<file path="src/rtl/round_seq_pkg.sv">
// Shared types and constants for the arithmetic-game round sequencer.
package round_seq_pkg;

   localparam int OP_W         = 4;
   localparam int SUM_W        = 5;
   localparam int STRIKE_LIMIT = 3;

   typedef enum logic [2:0] {
      IDLE,
      DRAW,
      LATCH,
      PLAY,
      CHECK,
      HOLD,
      DONE
   } state_t;

endpackage

</file>
<file path="src/rtl/result_hold_counter.sv">
// Down-counter that times the result display. It reloads while idle and counts
// while enabled, and done_o flags the last enabled cycle.
module result_hold_counter #(
   parameter int CYCLES = 50000000
) (
   input  logic clk,
   input  logic rst,
   input  logic load_i,
   input  logic en_i,
   output logic done_o
);

   localparam int CW = (CYCLES > 1) ? $clog2(CYCLES) : 1;
   localparam logic [CW-1:0] LOAD_VAL = CW'(CYCLES - 1);

   logic [CW-1:0] cnt_q, cnt_d;

   always_comb begin
      cnt_d = cnt_q;
      if (load_i)
         cnt_d = LOAD_VAL;
      else if (en_i && (cnt_q != '0))
         cnt_d = cnt_q - 1'b1;
   end

   always_ff @(posedge clk) begin
      if (rst)
         cnt_q <= LOAD_VAL;
      else
         cnt_q <= cnt_d;
   end

   assign done_o = en_i && (cnt_q == '0);

endmodule

</file>
<file path="src/rtl/round_sequencer.sv">
// Game round sequencer: draws operands, waits for an answer or timeout, shows
// the result for HOLD_CYCLES, and scores the game. STRIKE_LIMIT_EN adds a miss limit.
//
// state | meaning
// IDLE  | locked or waiting for start
// DRAW  | request random operand, reload digit timer
// LATCH | capture operands A and B
// PLAY  | timer running, waiting for answer or timeout
// CHECK | compare answer with A+B, update score
// HOLD  | show green/red result
// DONE  | game over, score frozen
module round_sequencer
   import round_seq_pkg::*;
#(
   parameter int ROUNDS      = 8,
   parameter int HOLD_CYCLES = 50000000
) (
   input  logic             clk,
   input  logic             rst,
   input  logic             unlocked,
   input  logic             start,
   input  logic [OP_W-1:0]  rng_value,
   input  logic [OP_W-1:0]  operand_b,
   input  logic             answer_load,
   input  logic [SUM_W-1:0] answer,
   input  logic             time_out,
   output logic             rng_req,
   output logic             timer_reload,
   output logic             timer_en,
   output logic             green_led,
   output logic             red_led,
   output logic [OP_W-1:0]  score,
   output logic [OP_W-1:0]  round_num,
   output logic             game_over
);

   localparam logic [OP_W-1:0] ROUNDS_L = OP_W'(ROUNDS);

   state_t           state_q, state_d;
   logic [OP_W-1:0]  score_q, score_d;
   logic [OP_W-1:0]  round_q, round_d;
   logic [OP_W-1:0]  a_q, a_d;
   logic [OP_W-1:0]  b_q, b_d;
   logic [SUM_W-1:0] ans_q, ans_d;
   logic             good_q, good_d;
   logic [SUM_W-1:0] sum;
   logic             match;
   logic             hold_done;
   logic             new_game;
   logic             abort;
   logic             strike_hit;

   assign sum      = SUM_W'(a_q) + SUM_W'(b_q);
   assign match    = (ans_q == sum);
   assign new_game = start && unlocked && ((state_q == IDLE) || (state_q == DONE));
   assign abort    = !unlocked && (state_q != IDLE);

   result_hold_counter #(.CYCLES(HOLD_CYCLES)) u_hold (
      .clk    (clk),
      .rst    (rst),
      .load_i (state_q != HOLD),
      .en_i   (state_q == HOLD),
      .done_o (hold_done)
   );

`ifdef STRIKE_LIMIT_EN
   logic [1:0] miss_q, miss_d;
   logic       miss_evt;

   assign miss_evt = ((state_q == PLAY) && !answer_load && time_out) ||
                     ((state_q == CHECK) && !match);

   always_comb begin
      miss_d = miss_q;
      if (abort || new_game)
         miss_d = '0;
      else if (miss_evt && (miss_q != 2'd3))
         miss_d = miss_q + 1'b1;
   end

   always_ff @(posedge clk) begin
      if (rst)
         miss_q <= '0;
      else
         miss_q <= miss_d;
   end

   assign strike_hit = (miss_q == 2'(STRIKE_LIMIT));
`else
   assign strike_hit = 1'b0;
`endif

   always_comb begin
      state_d = state_q;
      score_d = score_q;
      round_d = round_q;
      a_d     = a_q;
      b_d     = b_q;
      ans_d   = ans_q;
      good_d  = good_q;
      case (state_q)
         IDLE: begin
            if (new_game) begin
               score_d = '0;
               round_d = '0;
               state_d = DRAW;
            end
         end
         DRAW:  state_d = LATCH;
         LATCH: begin
            a_d     = rng_value;
            b_d     = operand_b;
            state_d = PLAY;
         end
         PLAY: begin
            if (answer_load) begin
               ans_d   = answer;
               state_d = CHECK;
            end else if (time_out) begin
               good_d  = 1'b0;
               state_d = HOLD;
            end
         end
         CHECK: begin
            good_d = match;
            if (match && (score_q != '1))
               score_d = score_q + 1'b1;
            state_d = HOLD;
         end
         HOLD: begin
            if (hold_done) begin
               round_d = round_q + 1'b1;
               state_d = ((round_d == ROUNDS_L) || strike_hit) ? DONE : DRAW;
            end
         end
         DONE: begin
            if (new_game) begin
               score_d = '0;
               round_d = '0;
               state_d = DRAW;
            end
         end
         default: state_d = IDLE;
      endcase
      // Losing access wins over everything and wipes the visible game state.
      if (abort) begin
         state_d = IDLE;
         score_d = '0;
         round_d = '0;
         a_d     = '0;
         b_d     = '0;
         ans_d   = '0;
         good_d  = 1'b0;
      end
   end

   always_ff @(posedge clk) begin
      if (rst) begin
         state_q <= IDLE;
         score_q <= '0;
         round_q <= '0;
         a_q     <= '0;
         b_q     <= '0;
         ans_q   <= '0;
         good_q  <= 1'b0;
      end else begin
         state_q <= state_d;
         score_q <= score_d;
         round_q <= round_d;
         a_q     <= a_d;
         b_q     <= b_d;
         ans_q   <= ans_d;
         good_q  <= good_d;
      end
   end

   assign rng_req      = (state_q == DRAW);
   assign timer_reload = (state_q == DRAW);
   assign timer_en     = (state_q == PLAY);
   assign green_led    = (state_q == HOLD) && good_q;
   assign red_led      = (state_q == HOLD) && !good_q;
   assign game_over    = (state_q == DONE);
   assign score        = score_q;
   assign round_num    = round_q;

endmodule
</file>
<file path="config.mk">
export PLATFORM = sky130hd
export DESIGN_NAME = round_sequencer
export DESIGN_NICKNAME = d
export VERILOG_FILES = /design/src/rtl/round_seq_pkg.sv /design/src/rtl/result_hold_counter.sv /design/src/rtl/round_sequencer.sv
export SDC_FILE = /design/constraint.sdc
export NUM_CORES = 1
export LEC_CHECK = 0
export CORE_MARGIN = 2
export CORE_UTILIZATION = 50
export DETAILED_ROUTE_END_ITERATION = 10
export PLACE_DENSITY = 0.69
export SLEW_MARGIN = 0
export SYNTH_ARGS = -nofsm -noshare
export SYNTH_HDL_FRONTEND = slang
export SYNTH_SLANG_ARGS = --single-unit
</file>
<file path="constraint.sdc">
create_clock -name clk -period 2.7 [get_ports clk]
set_input_delay 0.54 -clock clk [delete_from_list [all_inputs] [get_ports clk]]
set_output_delay 0.54 -clock clk [all_outputs]
set_load 0.005 [all_outputs]
</file>
# ---- Word level (Yosys, flattened, before mapping)
# Index checks and enable logic that the tools add are counted.
dict set report classes {
  addsub 4
  multipliers 0
  n_div 0
  magnitude_cmp 0
  eq_ne 16
  n_shift 0
  muxes 14
  bitwise 0
  reduce_logical 26
}
# cell n
set ops {}
lappend ops {{zero test 26 bit} 1}
lappend ops {{nonzero test 26 bit} 1}
lappend ops {{subtractor 26 x 1 -> 26 bit, second input constant} 1}
lappend ops {{case mux 3 bit (6 select lines)} 1}
lappend ops {{case mux 4 bit (2 select lines)} 2}
lappend ops {{2-to-1 mux 3 bit} 5}
lappend ops {{2-to-1 mux 4 bit} 3}
lappend ops {{AND reduction 3 bit} 4}
lappend ops {{equality test 3 bit, second input constant} 3}
lappend ops {{adder 4 x 1 -> 4 bit, second input constant} 2}
lappend ops {{logical AND 1 bit} 8}
lappend ops {{!= test 2 bit, second input constant} 4}
lappend ops {{equality test 3 x 2 -> 1 bit, second input constant} 2}
lappend ops {{!= test 3 bit, second input constant} 2}
lappend ops {{nonzero test 2 bit} 3}
lappend ops {{OR reduction 2 bit} 3}
lappend ops {{adder 4 x 4 -> 5 bit} 1}
lappend ops {{equality test 5 bit} 1}
lappend ops {{equality test 4 bit, second input constant} 1}
lappend ops {{!= test 4 bit, second input constant} 1}
lappend ops {{equality test 3 x 1 -> 1 bit, second input constant} 1}
lappend ops {{zero test 3 bit} 1}
lappend ops {{nonzero test 3 bit} 1}
lappend ops {{zero test 1 bit} 2}
lappend ops {{other kinds (5)} 6}
dict set report totals {
  register_bits 51
  latch_bits 0
  mem_bits_rw 0
  mem_bits_ro 0
  inputBits 19
  out_inout_bits 14
  mem_count 0
}

# ---- Longest topological paths before layout
dict set report depth {
  word_depth 5
  mapped_depth 8
  mapped_depth_nobuf 7
}

# ---- Hierarchy
# Synthesis repeated with hierarchy kept, for this count alone.
dict set report hier_totals {
  hier_cells 326
  hier_area_um2 2745.1
}
# module n_inst cells_each area_per_inst_um2 seq_area_each_um2
set modules_own_cells {}
lappend modules_own_cells {round_sequencer 1 173 1451.4 500.5}
lappend modules_own_cells {result_hold_counter 1 153 1293.7 520.5}

# ---- Least setup slack after synthesis
# OpenSTA, ideal clock, no wires.
dict set report synth_path {
  path_type {register -> register}
  start {register u_hold.cnt_q[0]}
  end {register state_q[2]}
  setup_time_ns 0.132
  arrival_time_ns 2.171
  setup_slack_ns 0.397
  path_stages_with_launch 9
  synth_period_minus_slack_ns 2.303
  path_cell_list {dfxtp_1 -> inv_1 -> ha_1 -> or4b_2 -> or4_4 -> or2_1 -> buf_6 -> o31ai_2 -> a21oi_1}
}
dict set report synth_between {
  elab_chain_len 4
}
# item line
set synth_lines {}
lappend synth_lines {{start, declared} result_hold_counter.sv:16} ;# logic [CW-1:0] cnt_q, cnt_d;
lappend synth_lines {{start signal, assigned} result_hold_counter.sv:30} ;# cnt_q <= cnt_d;
lappend synth_lines {{zero test 26 bit} result_hold_counter.sv:33} ;# assign done_o = en_i && (cnt_q == '0);
lappend synth_lines {{logical AND 1 bit} result_hold_counter.sv:33}
lappend synth_lines {{!= test 2 bit (no source line)} -}
lappend synth_lines {{AND reduction 3 bit (no source line)} -}
lappend synth_lines {{end signal, assigned} round_sequencer.sv:167} ;# state_q <= state_d;
lappend synth_lines {{end, declared} round_sequencer.sv:39} ;# state_t state_q, state_d;
# No other way between the ends.
# A chain may end at the register's enable or synchronous reset.

# ---- Final worst setup path
dict set report layout_path {
  start {register state_q[0]}
  end {output port red_led}
}
dict set report layout_between {
  elab_chain_len 2
}
# item line
set layout_lines {}
lappend layout_lines {{equality test 3 bit} round_sequencer.sv:181} ;# assign red_led = (state_q == HOLD) && !good_q;
lappend layout_lines {{logical AND 1 bit} round_sequencer.sv:181}
lappend layout_lines {{end, declared} round_sequencer.sv:31} ;# output logic red_led,
# No other way between the ends.

==> summary.txt <==
Route
  • DR pass1 iterations: 4
  • Vias/cell: around 5.6
  • DRC errors left: 0
  • Post-Route WL: approximately 6.0 mm
  • Routed length per placed instance: 14.1 µm
  • Post-route antenna net violation count: 0
  • Initial drt markers: 129
  • Vias: between 2000 and 2500

Floorplanning
  • Starting Density: between 50% and 60%
  • Die Y: 78.2 µm
  • Die X: 78.2 µm
  • I/O pin total: 33
  • Die footprint: roughly 6100 µm²
  • Total core area: between 5000 and 6000 µm²
  • # rows: 27

Synthesis
  • Synth Cell Area: roughly 2800 µm²
  • Top-area cell type share of the netlist area: roughly 37%
  • Synth area leader: dfxtp_1
  • Syn_nets: approximately 350
  • Top_reg_cell synth: dfxtp_1
  • EDFF count, synth: 0
  • Async set or reset register ratio after synthesis: 0%
  • Yosys reg bits: 51
  • YS warnings: 0
  • Syn avg cell area: around 8.6 µm²
  • Mapped Cells: ~320
  • Top cells by count, synth: dfxtp_1 (51), nor2_1 (35), nand2_1 (20)
  • Count leader, synth: dfxtp_1
  • Post-synthesis cell type count: slightly below 60
  • Top post-synthesis cells by area: dfxtp_1 (37%), nor2_1 (4.8%), mux2i_1 (4.7%)
  • Post-synthesis sequential area ratio: between 30 and 40%

Setup path
  • Crit end category: primary output
  • Worst setup path start: state_q[0]
  • Startpoint Class: register
  • Max FO, Critical Path: 12
  • Crit Path Class: register to primary output
  • Reg-to-Reg Start: a_q[0]
  • Critical Path AT: 1980 ps
  • Critical Path RT: 2160 ps

Clock tree
  • Worst-Skew Late Latency: about 300 ps
  • TritonCTS clock tree: built
  • CTS resizes: 0
  • Total CTS buffers: 5
  • Clock-pin slew on the worst setup and hold paths: 90 ps
  • CTS H-tree depth: 2
  • Root Buffer: clkbuf_8
  • Clk sink count: 51
  • Hold-fix buffers, CTS: 0
  • CTS Buffer Depth: 2
  • # Post-CTS Setup Buffers: 0

Global route
  • Global-route wire length before repair: 10.1 mm
  • Largest net degree at the start of global routing: 20
  • Grt total ovfl: 0
  • Number of antenna violations at the first check in global routing: 0
  • GRT Overall Usage: between 20 and 25%
  • Vias in the first global route: 2200

Final layout
  • Share of cells above drive strength 1: under 10%
  • Diodes inserted: 0
  • Final Util: between 60% and 70%
  • Number of fill cells: roughly 500
  • Synth-to-Final Area Change: 18.2%
  • Layout Cells excl Fill: 424
  • Nets: 380

STA
  • Final hold vios: 0
  • Worst slew pin tran: between 600 and 700 ps
  • Unrepaired setup endpoints after global routing: no
  • Slew Limit Fails: 0
  • Final setup vio count: 0
  • Final worst-path cycle share: between 90% and 100%
  • Clock skew: 6.36 ps
  • Setup_tns: 0 ps
  • Worst rel slew slack: a little under three fifths
  • FMAX: roughly 0.40 GHz
  • Tmin final: around 2500 ps

Pwr
  • Clock share of power: approximately 36%
  • VDD IR-drop max: roughly 0.26 mV
  • NetSw: 0.328 mW
  • Sw Share: 22.9%
  • Cell area power density: approximately 440 nW/µm²
  • Tot Pwr: 1.43 mW
  • Seq pwr share: between 50% and 60%
  • Logic gate share of total power: 9.4%
  • Leakage power: 1.11 nW
  • Int Pwr: ~1.1 mW

Place
  • Global placer's final weighted congestion: a little over 0.8
  • Placed Cells: 417
  • Port bufs: 32
  • DP Wirelength: 4.34 mm

Flow run
  • Max-cap viol count: 0

Hold path
  • Min-delay src: u_hold.cnt_q[14]
  • Hold Path Class: register to register

Status
  • Run status: complete, no violations
critical path, cell delays in order, from the launching register on:
cell             delay (ps)
dfxtp_1                 550
nand2b_1                180
or2_2                   320
nor2_1                  100
clkdlybuf4s50_1         510
cells by family after synthesis:
family / count (synthesis) / synth area share [%]
flops: 51 / 37.1
mux: 13 / 4.73
compound gates: 56 / 13.9
xor+xnor: 18 / 6.28
simple gates: 148 / 29.8
fa+ha+maj: 9 / 4.37
buf+inv: 24 / 3.82
state kept, by name, summed over array words and instances, names as in the netlist:
register      cells
good_q            1
state_q           3
a_q               4
ans_q             5
round_num         4
u_hold.cnt_q     26
score             4
b_q               4
layout make-up:
cell class	count	area (µm²)	share of cell area, %
multi-input combinational	244	1620	49.9
sequential	51	1020	31.4
inverter	11	41.3	1.27
clock inverter	1	30.0	0.923
clock buffer	6	72.6	2.23
timing repair buffer	39	373	11.5
tap	72	90.1	2.77
routing by layer:
| layer | track usage (%) | vias up | wire (µm) |
|---|---|---|---|
| li1 | - | 1237 | - |
| met5 | 0 | - | 0 |
| met2 | 33.4 | 37 | 2850 |
| met1 | 27.1 | 1103 | 2880 |
| met4 | 7.37 | 0 | 106 |
| met3 | 3.91 | 11 | 166 |
placed cells by master, fill, tap and decap left out, drive strengths merged, types with 6 or more instances in the layout:
cell | netlist | final
dfxtp | 51 | 51
nor2 | 36 | 36
clkdlybuf4s50 | 0 | 32
nand2 | 20 | 20
nand3 | 20 | 20
a21oi | 14 | 14
mux2i | 13 | 13
inv | 11 | 11
xor2 | 11 | 11
nor3 | 11 | 11
nor4 | 10 | 10
ha | 8 | 8
o21ai | 8 | 8
or4 | 8 | 8
o211ai | 7 | 7
buf | 4 | 7
or2 | 7 | 7
or3 | 6 | 6
xnor2 | 6 | 6
clkbuf | 9 | 6
per-stage QoR:
step | setup slack (ps) | area [µm²] | hold slack (ps)
finish | 185 | 3250 | 511
global route | 77.7 | 3250 | 533
CTS | 180 | 3250 | 513
detailed placement | 258 | 3150 | 491
global placement | 307 | 3150 | 477
floorplan | 397 | 2750 | 457
power by group through the flow:
stage / clock network, mW / registers, mW / logic (mW)
2_1_floorplan: 0 / 0.784 / 0.0906
3_3_place_gp: 0 / 0.793 / 0.135
3_5_place_dp: 0 / 0.793 / 0.135
4_1_cts: 0.534 / 0.776 / 0.135
5_1_grt: 0.572 / 0.778 / 0.149
6_report: 0.520 / 0.776 / 0.134
final timing paths:
path,endpoint,cells past startpoint,slack [ps]
max reg2reg,score[3],7,230
max,red_led,4,180
min,u_hold.cnt_q[14],2,510
min reg2reg,u_hold.cnt_q[14],2,510
(Power assumes the default switching activity.)
